===== config.mk =====
export PLATFORM = sky130hd
export DESIGN_NAME = dose_log_uart_tx
export DESIGN_NICKNAME = d
export VERILOG_FILES = /design/src/rtl/dose_log_uart_tx.sv
export SDC_FILE = /design/constraint.sdc
export NUM_CORES = 1
export LEC_CHECK = 0
export ABC_CLOCK_PERIOD_IN_PS = 3500
export CORE_ASPECT_RATIO = 0.8
export CORE_MARGIN = 2
export CORE_UTILIZATION = 55
export DETAILED_ROUTE_END_ITERATION = 6
export MAX_ROUTING_LAYER = met4
export PLACE_DENSITY = 0.72
export SLEW_MARGIN = 20
export SYNTH_ARGS = -nofsm -noshare
export SYNTH_HDL_FRONTEND = slang
export SYNTH_SLANG_ARGS = --single-unit

===== constraint.sdc =====
create_clock -name clk -period 3.5 [get_ports clk]
set_input_delay 0.7 -clock clk [delete_from_list [all_inputs] [get_ports clk]]
set_output_delay 0.7 -clock clk [all_outputs]
set_load 0.02 [all_outputs]

===== src/rtl/dose_log_uart_tx.sv =====
// Dose-log dump transmitter. Log bytes are buffered in a small FIFO. On
// dump_req, the buffered bytes are sent over a UART 8N1 line as one framed
// dump: a header byte, then the buffered entries in FIFO order, then the XOR
// checksum of those entries.
module dose_log_uart_tx #(
  parameter int          DEPTH        = 16,
  parameter int          ADDR_W       = 4,
  parameter int          CLKS_PER_BIT = 16,
  parameter logic [7:0]  HEADER       = 8'hA5
) (
  input  logic              clk,
  input  logic              rst_n,
  input  logic              log_wr,
  input  logic [7:0]        log_data,
  input  logic              dump_req,
  input  logic              clear,
  output logic              tx,
  output logic              busy,
  output logic [ADDR_W:0]   fifo_count,
  output logic              overflow
);

  localparam int BAUD_W  = $clog2(CLKS_PER_BIT);
  localparam int FRAME_W = ADDR_W + 2;

  typedef enum logic [2:0] {S_IDLE, S_START, S_DATA, S_STOP, S_DONE} state_t;

  state_t              state_q, state_d;
  logic [BAUD_W-1:0]   baud_q;
  logic [2:0]          bit_q;
  logic [FRAME_W-1:0]  frame_q;      // index of the frame on the line
  logic [ADDR_W:0]     n_q;          // entry count latched at dump start
  logic [7:0]          csum_q;
  logic [7:0]          sh_q;         // byte of the frame on the line
  logic                tx_q;

  logic [7:0]          mem [DEPTH];
  logic [ADDR_W-1:0]   wr_ptr_q, rd_ptr_q;
  logic [ADDR_W:0]     count_q;
  logic                ovf_q;

  logic                baud_end, last_frame, more_entries;
  logic                start_dump, next_frame, pop;
  logic                clear_eff, full, wr_ok;
  logic [7:0]          rd_data;

  assign baud_end     = (baud_q == BAUD_W'(CLKS_PER_BIT - 1));
  // Frames run 0 = header, 1..N = entries, N+1 = checksum.
  assign last_frame   = (frame_q == FRAME_W'(n_q) + FRAME_W'(1));
  assign more_entries = (frame_q < FRAME_W'(n_q));
  assign rd_data      = mem[rd_ptr_q];

  assign clear_eff = clear && (state_q == S_IDLE);
  assign full      = (count_q == (ADDR_W+1)'(DEPTH));
  assign wr_ok     = log_wr && !clear_eff && !full;

  assign tx         = tx_q;
  assign busy       = (state_q != S_IDLE);
  assign fifo_count = count_q;
  assign overflow   = ovf_q;

  // FSM state register.
  always_ff @(posedge clk or negedge rst_n) begin
    // NOTE: every clocked block uses non-blocking assignments so all registers
    // update together from pre-edge values, independent of block order.
    if (!rst_n) state_q <= S_IDLE;
    else        state_q <= state_d;
  end

  // Next-state logic and per-cycle control strobes.
  always_comb begin
    // NOTE: every output gets a default first so no path leaves one unassigned,
    // which would otherwise infer a latch.
    state_d    = state_q;
    start_dump = 1'b0;
    next_frame = 1'b0;
    pop        = 1'b0;
    case (state_q)
      S_IDLE:  if (dump_req) begin
                 state_d    = S_START;
                 start_dump = 1'b1;
               end
      S_START: if (baud_end) state_d = S_DATA;
      S_DATA:  if (baud_end && bit_q == 3'd7) state_d = S_STOP;
      S_STOP:  if (baud_end) begin
                 if (last_frame) begin
                   state_d = S_DONE;
                 end else begin
                   state_d    = S_START;
                   next_frame = 1'b1;
                   pop        = more_entries;
                 end
               end
      S_DONE:  state_d = S_IDLE;
      default: state_d = S_IDLE;
    endcase
  end

  // Serializer: baud/bit/frame counters, frame loading, checksum, tx register.
  always_ff @(posedge clk or negedge rst_n) begin
    if (!rst_n) begin
      baud_q  <= '0;
      bit_q   <= '0;
      frame_q <= '0;
      n_q     <= '0;
      csum_q  <= '0;
      sh_q    <= '0;
      tx_q    <= 1'b1;
    end else begin
      if (state_q == S_START || state_q == S_DATA || state_q == S_STOP)
        baud_q <= baud_end ? '0 : baud_q + BAUD_W'(1);
      else
        baud_q <= '0;

      if (start_dump) begin
        tx_q    <= 1'b0;
        sh_q    <= HEADER;
        frame_q <= '0;
        n_q     <= count_q;
        csum_q  <= '0;
      end

      if (state_q == S_START && baud_end) begin
        tx_q  <= sh_q[0];
        bit_q <= '0;
      end

      if (state_q == S_DATA && baud_end) begin
        if (bit_q == 3'd7) begin
          tx_q <= 1'b1;
        end else begin
          tx_q  <= sh_q[bit_q + 3'd1];
          bit_q <= bit_q + 3'd1;
        end
      end

      if (next_frame) begin
        tx_q    <= 1'b0;
        frame_q <= frame_q + FRAME_W'(1);
        sh_q    <= pop ? rd_data : csum_q;
      end

      if (pop) csum_q <= csum_q ^ rd_data;
    end
  end

  // FIFO pointers, occupancy and sticky overflow flag.
  always_ff @(posedge clk or negedge rst_n) begin
    if (!rst_n) begin
      wr_ptr_q <= '0;
      rd_ptr_q <= '0;
      count_q  <= '0;
      ovf_q    <= 1'b0;
    end else if (clear_eff) begin
      wr_ptr_q <= '0;
      rd_ptr_q <= '0;
      count_q  <= '0;
      ovf_q    <= 1'b0;
    end else begin
      if (wr_ok)         wr_ptr_q <= wr_ptr_q + ADDR_W'(1);
      if (pop)           rd_ptr_q <= rd_ptr_q + ADDR_W'(1);
      if (log_wr && full) ovf_q   <= 1'b1;
      case ({wr_ok, pop})
        2'b10:   count_q <= count_q + (ADDR_W+1)'(1);
        2'b01:   count_q <= count_q - (ADDR_W+1)'(1);
        default: count_q <= count_q;
      endcase
    end
  end

  // FIFO storage.
  always_ff @(posedge clk) begin
    // NOTE: the storage array has no reset; the pointers and count define which
    // entries are valid, so resetting the array would only add reset fan-out.
    if (wr_ok) mem[wr_ptr_q] <= log_data;
  end

endmodule


* Word-level counts from Yosys, hierarchy flattened
Memory sizes are Yosys's and may differ from the RTL's.
Cells that the tools add are included.
** Word-level totals
- Memory bits (writable) :: 128
- Logic and storage cells :: 101
- Register bits :: 52
- Input bits :: 13
- Memory bits (read-only) :: 0
- Output and inout port bits :: 8
- Bits in latches :: 0
- Memories kept :: 1
** Memories
- mem :: depth 16, bits a word 8, read ports 1, clocked after memory_dff 0, wr ports 1, line 37 : logic [7:0] mem [DEPTH];
** Cells by class
- $lt $le $gt $ge :: 2
- $mul :: 0
- Add/subtract/negate cells :: 8
- Eq/ne operators :: 13
- Divide/modulo/power cells :: 0
- Reductions and logical operators :: 21
- Bitwise operators :: 1
- Multiplexer cells :: 43
- Shift operators :: 0
** Operator list (number)
- $mux 8 :: 5
- $mux 3 :: 8
- $mux 4 :: 6
- $mux 1 :: 18
- $add 4x1->4 const B :: 3
- $mux 6 :: 2
- $pmux 3 s4 :: 1
- $pmux 5 s2 :: 1
- $reduce_bool 2->1 :: 5
- $ne 2x2->1 const B :: 4
- $xor 8x8->8 :: 1
- $logic_and 1x1->1 :: 7
- $add 5x1->6 const B :: 1
- $add 6x1->6 const B :: 1
- $eq 3x2->1 const B :: 2
- $eq 6x6->1 :: 1
- $lt 6x5->1 :: 1
- $reduce_bool 3->1 :: 2
- $add 5x1->5 const B :: 1
- $eq 5x5->1 const B :: 1
- $mux 5 :: 1
- $sub 5x1->5 const B :: 1
- $eq 4x4->1 const B :: 1
- $lt 3x4->1 const B :: 1
- other kinds (11) :: 13

* Logic depth before layout (Yosys ltp)
- Depth after elaboration :: 8
- Depth in mapped cells :: 15
- Mapped depth without buffers :: 15

* Worst setup path after synthesis
Ideal clock, no wire load.
- Path kind :: reg2reg
- Start :: register n_q[0]
- End :: register count_q[4] (netlist: fifo_count[4])
- Required time :: 3.368 ns
- Period minus slack after synthesis :: 2.752 ns
- Cell stages (with the launch flop) :: 15
- Slack :: 0.748 ns
- Library setup time :: 0.132 ns
- Buffers on the path :: 0
- Arrival :: 2.620 ns
- Cells stage by stage :: dfrtp_1 ha_1 and2_1 a211o_1 a31o_2 a21oi_4 nand2_1 xnor2_1 ha_1 nor3_1 nor2_1 nor3_1 mux2i_1 xor2_1 nor2_1
** Between the ends
- Word-level cells in the longest chain between the ends :: 8
- Elaborated cells between the ends (all ways) :: 11
- Classes of those cells :: 1 x add/sub; 1 x order compare; 3 x eq/ne; 5 x mux; 1 x reduce/logical
** Ends and longest elaborated chain
- start, declared :: line 32 : logic [ADDR_W:0] n_q;
- start signal, assigned :: line 119 : n_q <= count_q;
- $add 5x1->6 :: line 49 : assign last_frame = (frame_q == FRAME_W'(n_q) + FRAME_W'(1));
- $eq 6x6->1 :: line 49
- $mux 1 * :: line 86 : if (last_frame) begin
- $mux 1 * :: line 85 : S_STOP: if (baud_end) begin
- $mux 1 * :: line 78 : case (state_q)
- $eq 2x1->1 / $eq 2x2->1 (equally long branches) :: line 163 : case ({wr_ok, pop})
- $pmux 5 s2 :: line 163
- $mux 5 :: line 154 : end else if (clear_eff) begin
- end signal, assigned :: line 164 : 2'b10: count_q <= count_q + (ADDR_W+1)'(1);
- end signal, assigned :: line 165 : 2'b01: count_q <= count_q - (ADDR_W+1)'(1);
- end signal, assigned :: line 166 : default: count_q <= count_q;
- end, declared :: line 39 : logic [ADDR_W:0] count_q;
Every way passes the cells marked *; elsewhere a longest branch is shown, timed or not.
A chain may end at the register's enable or synchronous reset.

* Worst setup path in the final report
- Start :: register state_q[0]
- End :: output port busy
** Between the ends
- Word-level cells in the longest chain between the ends :: 1
** Ends and longest elaborated chain
- start, declared :: line 28 : state_t state_q, state_d;
- start signal, assigned :: line 67 : else state_q <= state_d;
- $reduce_bool 3->1 :: line 58 : assign busy = (state_q != S_IDLE);
- end, declared :: line 18 : output logic busy,
Every way passes these cells.

==> metrics.txt <==
status complete, no violations; post-synthesis cell count 539; die width 139 um; headroom to the max-slew limit 0.508; sequential share of power 0.524; mux cell area share after synthesis 0.130; CTS resizes 0; most frequent cells after synthesis 128 x edfxtp_1, 51 x dfrtp_1, 41 x nand2_1; layout cells sized above 1 0.149; Psw 1.35 mW; clock slew at reported path FFs 0.07 ns; top_reg_cell synth edfxtp_1; Tot GR Track Use 0.224; CP Capture Type output port; Setup Buffers After CTS 0; power per standard cell area 559 mW/mm2; library cells used by synthesis 54; detailed placement HPWL 10,300 um; sequential-to-total area share from yosys stat 0.644; Syn. warnings 0; Lkg Pwr 3.44 nW; switch share 0.269; final RePlAce weighted congestion 0.846; most common cell in the netlist edfxtp_1; DR pass1 iterations 6; share of the synthesized area in the top cell type 0.481; wire length of the first global-routing pass 25,500 um; largest net degree at the start of global routing 32; FF-to-FF Start baud_q[0]; clk_skew 0.0146 ns; # DRC 0; final worst path period share 0.842; P_int 3.67 mW; Worst VDD drop 0.497 mV; cell area after synthesis 0.00799 mm2; number of max-cap violations 0; Num Clock Sinks 180; Inserted Clock Buffers 17; Mapped Nets 569; Fmax 339 MHz; Detailed Route Iter0 Violations 498; Initial Util 0.561; Post-layout nets 603; crit start category flop; Clk pwr share 0.360; post-route ant nets 0; register bit count reported by yosys 180; area leader, netlist edfxtp_1; Post-synth EDFFs 128; RR Endpoint fifo_count[2]; Synth Area in Compound Gates 0.0686; Final Setup Violations 0; max-slew violations 0; setup_tns 0 ns; top post-synthesis cells by area edfxtp_1 48%, dfrtp_1 16%, mux4_2 5.6%; wire per inst 20.4 um; crit-path max FO 12; Post-Synth Simple-Gate Area 0.0826; CORE AREA 0.0142 mm2; row cnt 39; TritonCTS clock tree yes; XOR/XNOR Fraction of Synth Area 0.0186; Via density 6.00; largest family of logic cells by synthesized area multiplexers; final wirelength 15,700 um; RSZ-0062 raised after global routing no; Worst Max-Slew Pin Slew 0.739 ns; Worst-Skew Late Latency 0.44 ns; Core Util, Final 0.630; io pins 21; final hold violations 0; IO buf count 20; global route overflow 0; # H-tree levels 4; combinational share of power 0.116; Arr. time, crit path 2.25 ns; Layout area overhead 12.3%; adder-cell area share of the yosys netlist 0.0266; Die ar. 0.0155 mm2; WHS 0.325 ns; hold_buf cts 0; initial antenna violation count 0; Die H 112 um; min cycle time layout 2.95 ns; synthesized area per cell 14.8 um2; HP Class in2async; total number of vias 4,613; total power 5.02 mW; antenna cells 0; ys async rst share 0.289; vias in the first global route 4,672; R2R Setup Slk 0.61 ns; root buf cell clkbuf_16; Reg2Reg Depth 11; CTS max path bufs 2; critical path class reg2out; Critical Path RT 2.80 ns
[power by group through the flow]
| stage | Clock, mW | Combinational [mW] | Sequential, mW |
|---|---|---|---|
| finish | 1.81 | 0.582 | 2.63 |
| global route | 1.94 | 0.644 | 2.65 |
| CTS | 1.84 | 0.584 | 2.63 |
| detailed placement | 0 | 0.576 | 2.67 |
| global placement | 0 | 0.572 | 2.66 |
| floorplan | 0 | 0.361 | 2.62 |
[state kept, by name, indices dropped and copies added, names as in the netlist]
signal / cells
mem: 128
overflow: 1
sh_q: 8
frame_q: 6
tx: 1
n_q: 5
wr_ptr_q: 4
baud_q: 4
csum_q: 8
fifo_count: 5
state_q: 3
rd_ptr_q: 4
bit_q: 3
[critical path, cell delays in order (launching register included)]
cell             delay [ns]
dfrtp_1                0.52
nor3_1                 0.64
inv_1                  0.09
clkdlybuf4s50_1        0.57
[cells in the final DEF (no fill, tap or decap), types with 6 or more instances in the layout]
cell,n
edfxtp_1,128
dfrtp_1,50
nand2_1,41
nor2_1,34
o21ai_0,25
mux2i_1,24
a21oi_1,21
buf_4,21
mux4_2,20
clkdlybuf4s50_1,19
inv_1,18
ha_1,17
clkbuf_16,17
nor3_1,12
mux4_1,12
nand3_1,11
xnor2_1,10
and2_1,10
xor2_1,7
a22oi_1,6
a211oi_1,6
nor2b_1,6
inv_8,6
[worst max-delay path by stage]
| stage | startpoint | endpoint | slack, ns |
|---|---|---|---|
| global route | baud_q[0] | fifo_count[4] | 0.28 |
| finish | state_q[0] | busy | 0.55 |
| CTS | state_q[0] | busy | 0.53 |
| floorplan | n_q[0] | fifo_count[4] | 0.75 |
| detailed placement | baud_q[0] | fifo_count[2] | 0.64 |
| global placement | log_wr | fifo_count[4] | 0.72 |
[logic make-up after synthesis]
logic type,after synthesis
XOR/XNOR,17
AO/OA/AOI/OAI,84
buffers and inverters,45
flip-flops,180
adder cells (fa/ha/maj),17
multiplexers,59
AND/OR/NAND/NOR,137
[layer usage]
| metal | part of all wire | global-route usage | vias to the layer above |
|---|---|---|---|
| li1 | - | - | 2133 |
| met1 | 0.45 | 0.300 | 2320 |
| met2 | 0.48 | 0.341 | 133 |
| met3 | 0.056 | 0.0551 | 27 |
| met4 | 0.017 | 0.0801 | 0 |
| met5 | 0 | - | - |
[area by class of cell]
type                            instances  area (um2)
Clock buffer                           17         425
Clock inverter                         14         140
Fill cell                            1054        5270
Inverter                               19        71.3
Multi-Input combinational cell        314        2610
Sequential cell                       180        5150
Tap cell                              184         230
Timing Repair Buffer                   41         353
[through the flow]
| stage | worst slack (ns) | instance area (um2) | std cells |
|---|---|---|---|
| 6_report | 0.552 | 8980 | 769 |
| 5_1_grt | 0.279 | 8980 | 769 |
| 4_1_cts | 0.532 | 8980 | 769 |
| 3_5_place_dp | 0.636 | 8410 | 738 |
| 3_3_place_gp | 0.721 | 8410 | 738 |
| 2_1_floorplan | 0.748 | 7990 | 539 |
Note: power is estimated with default switching activity, not from simulation.
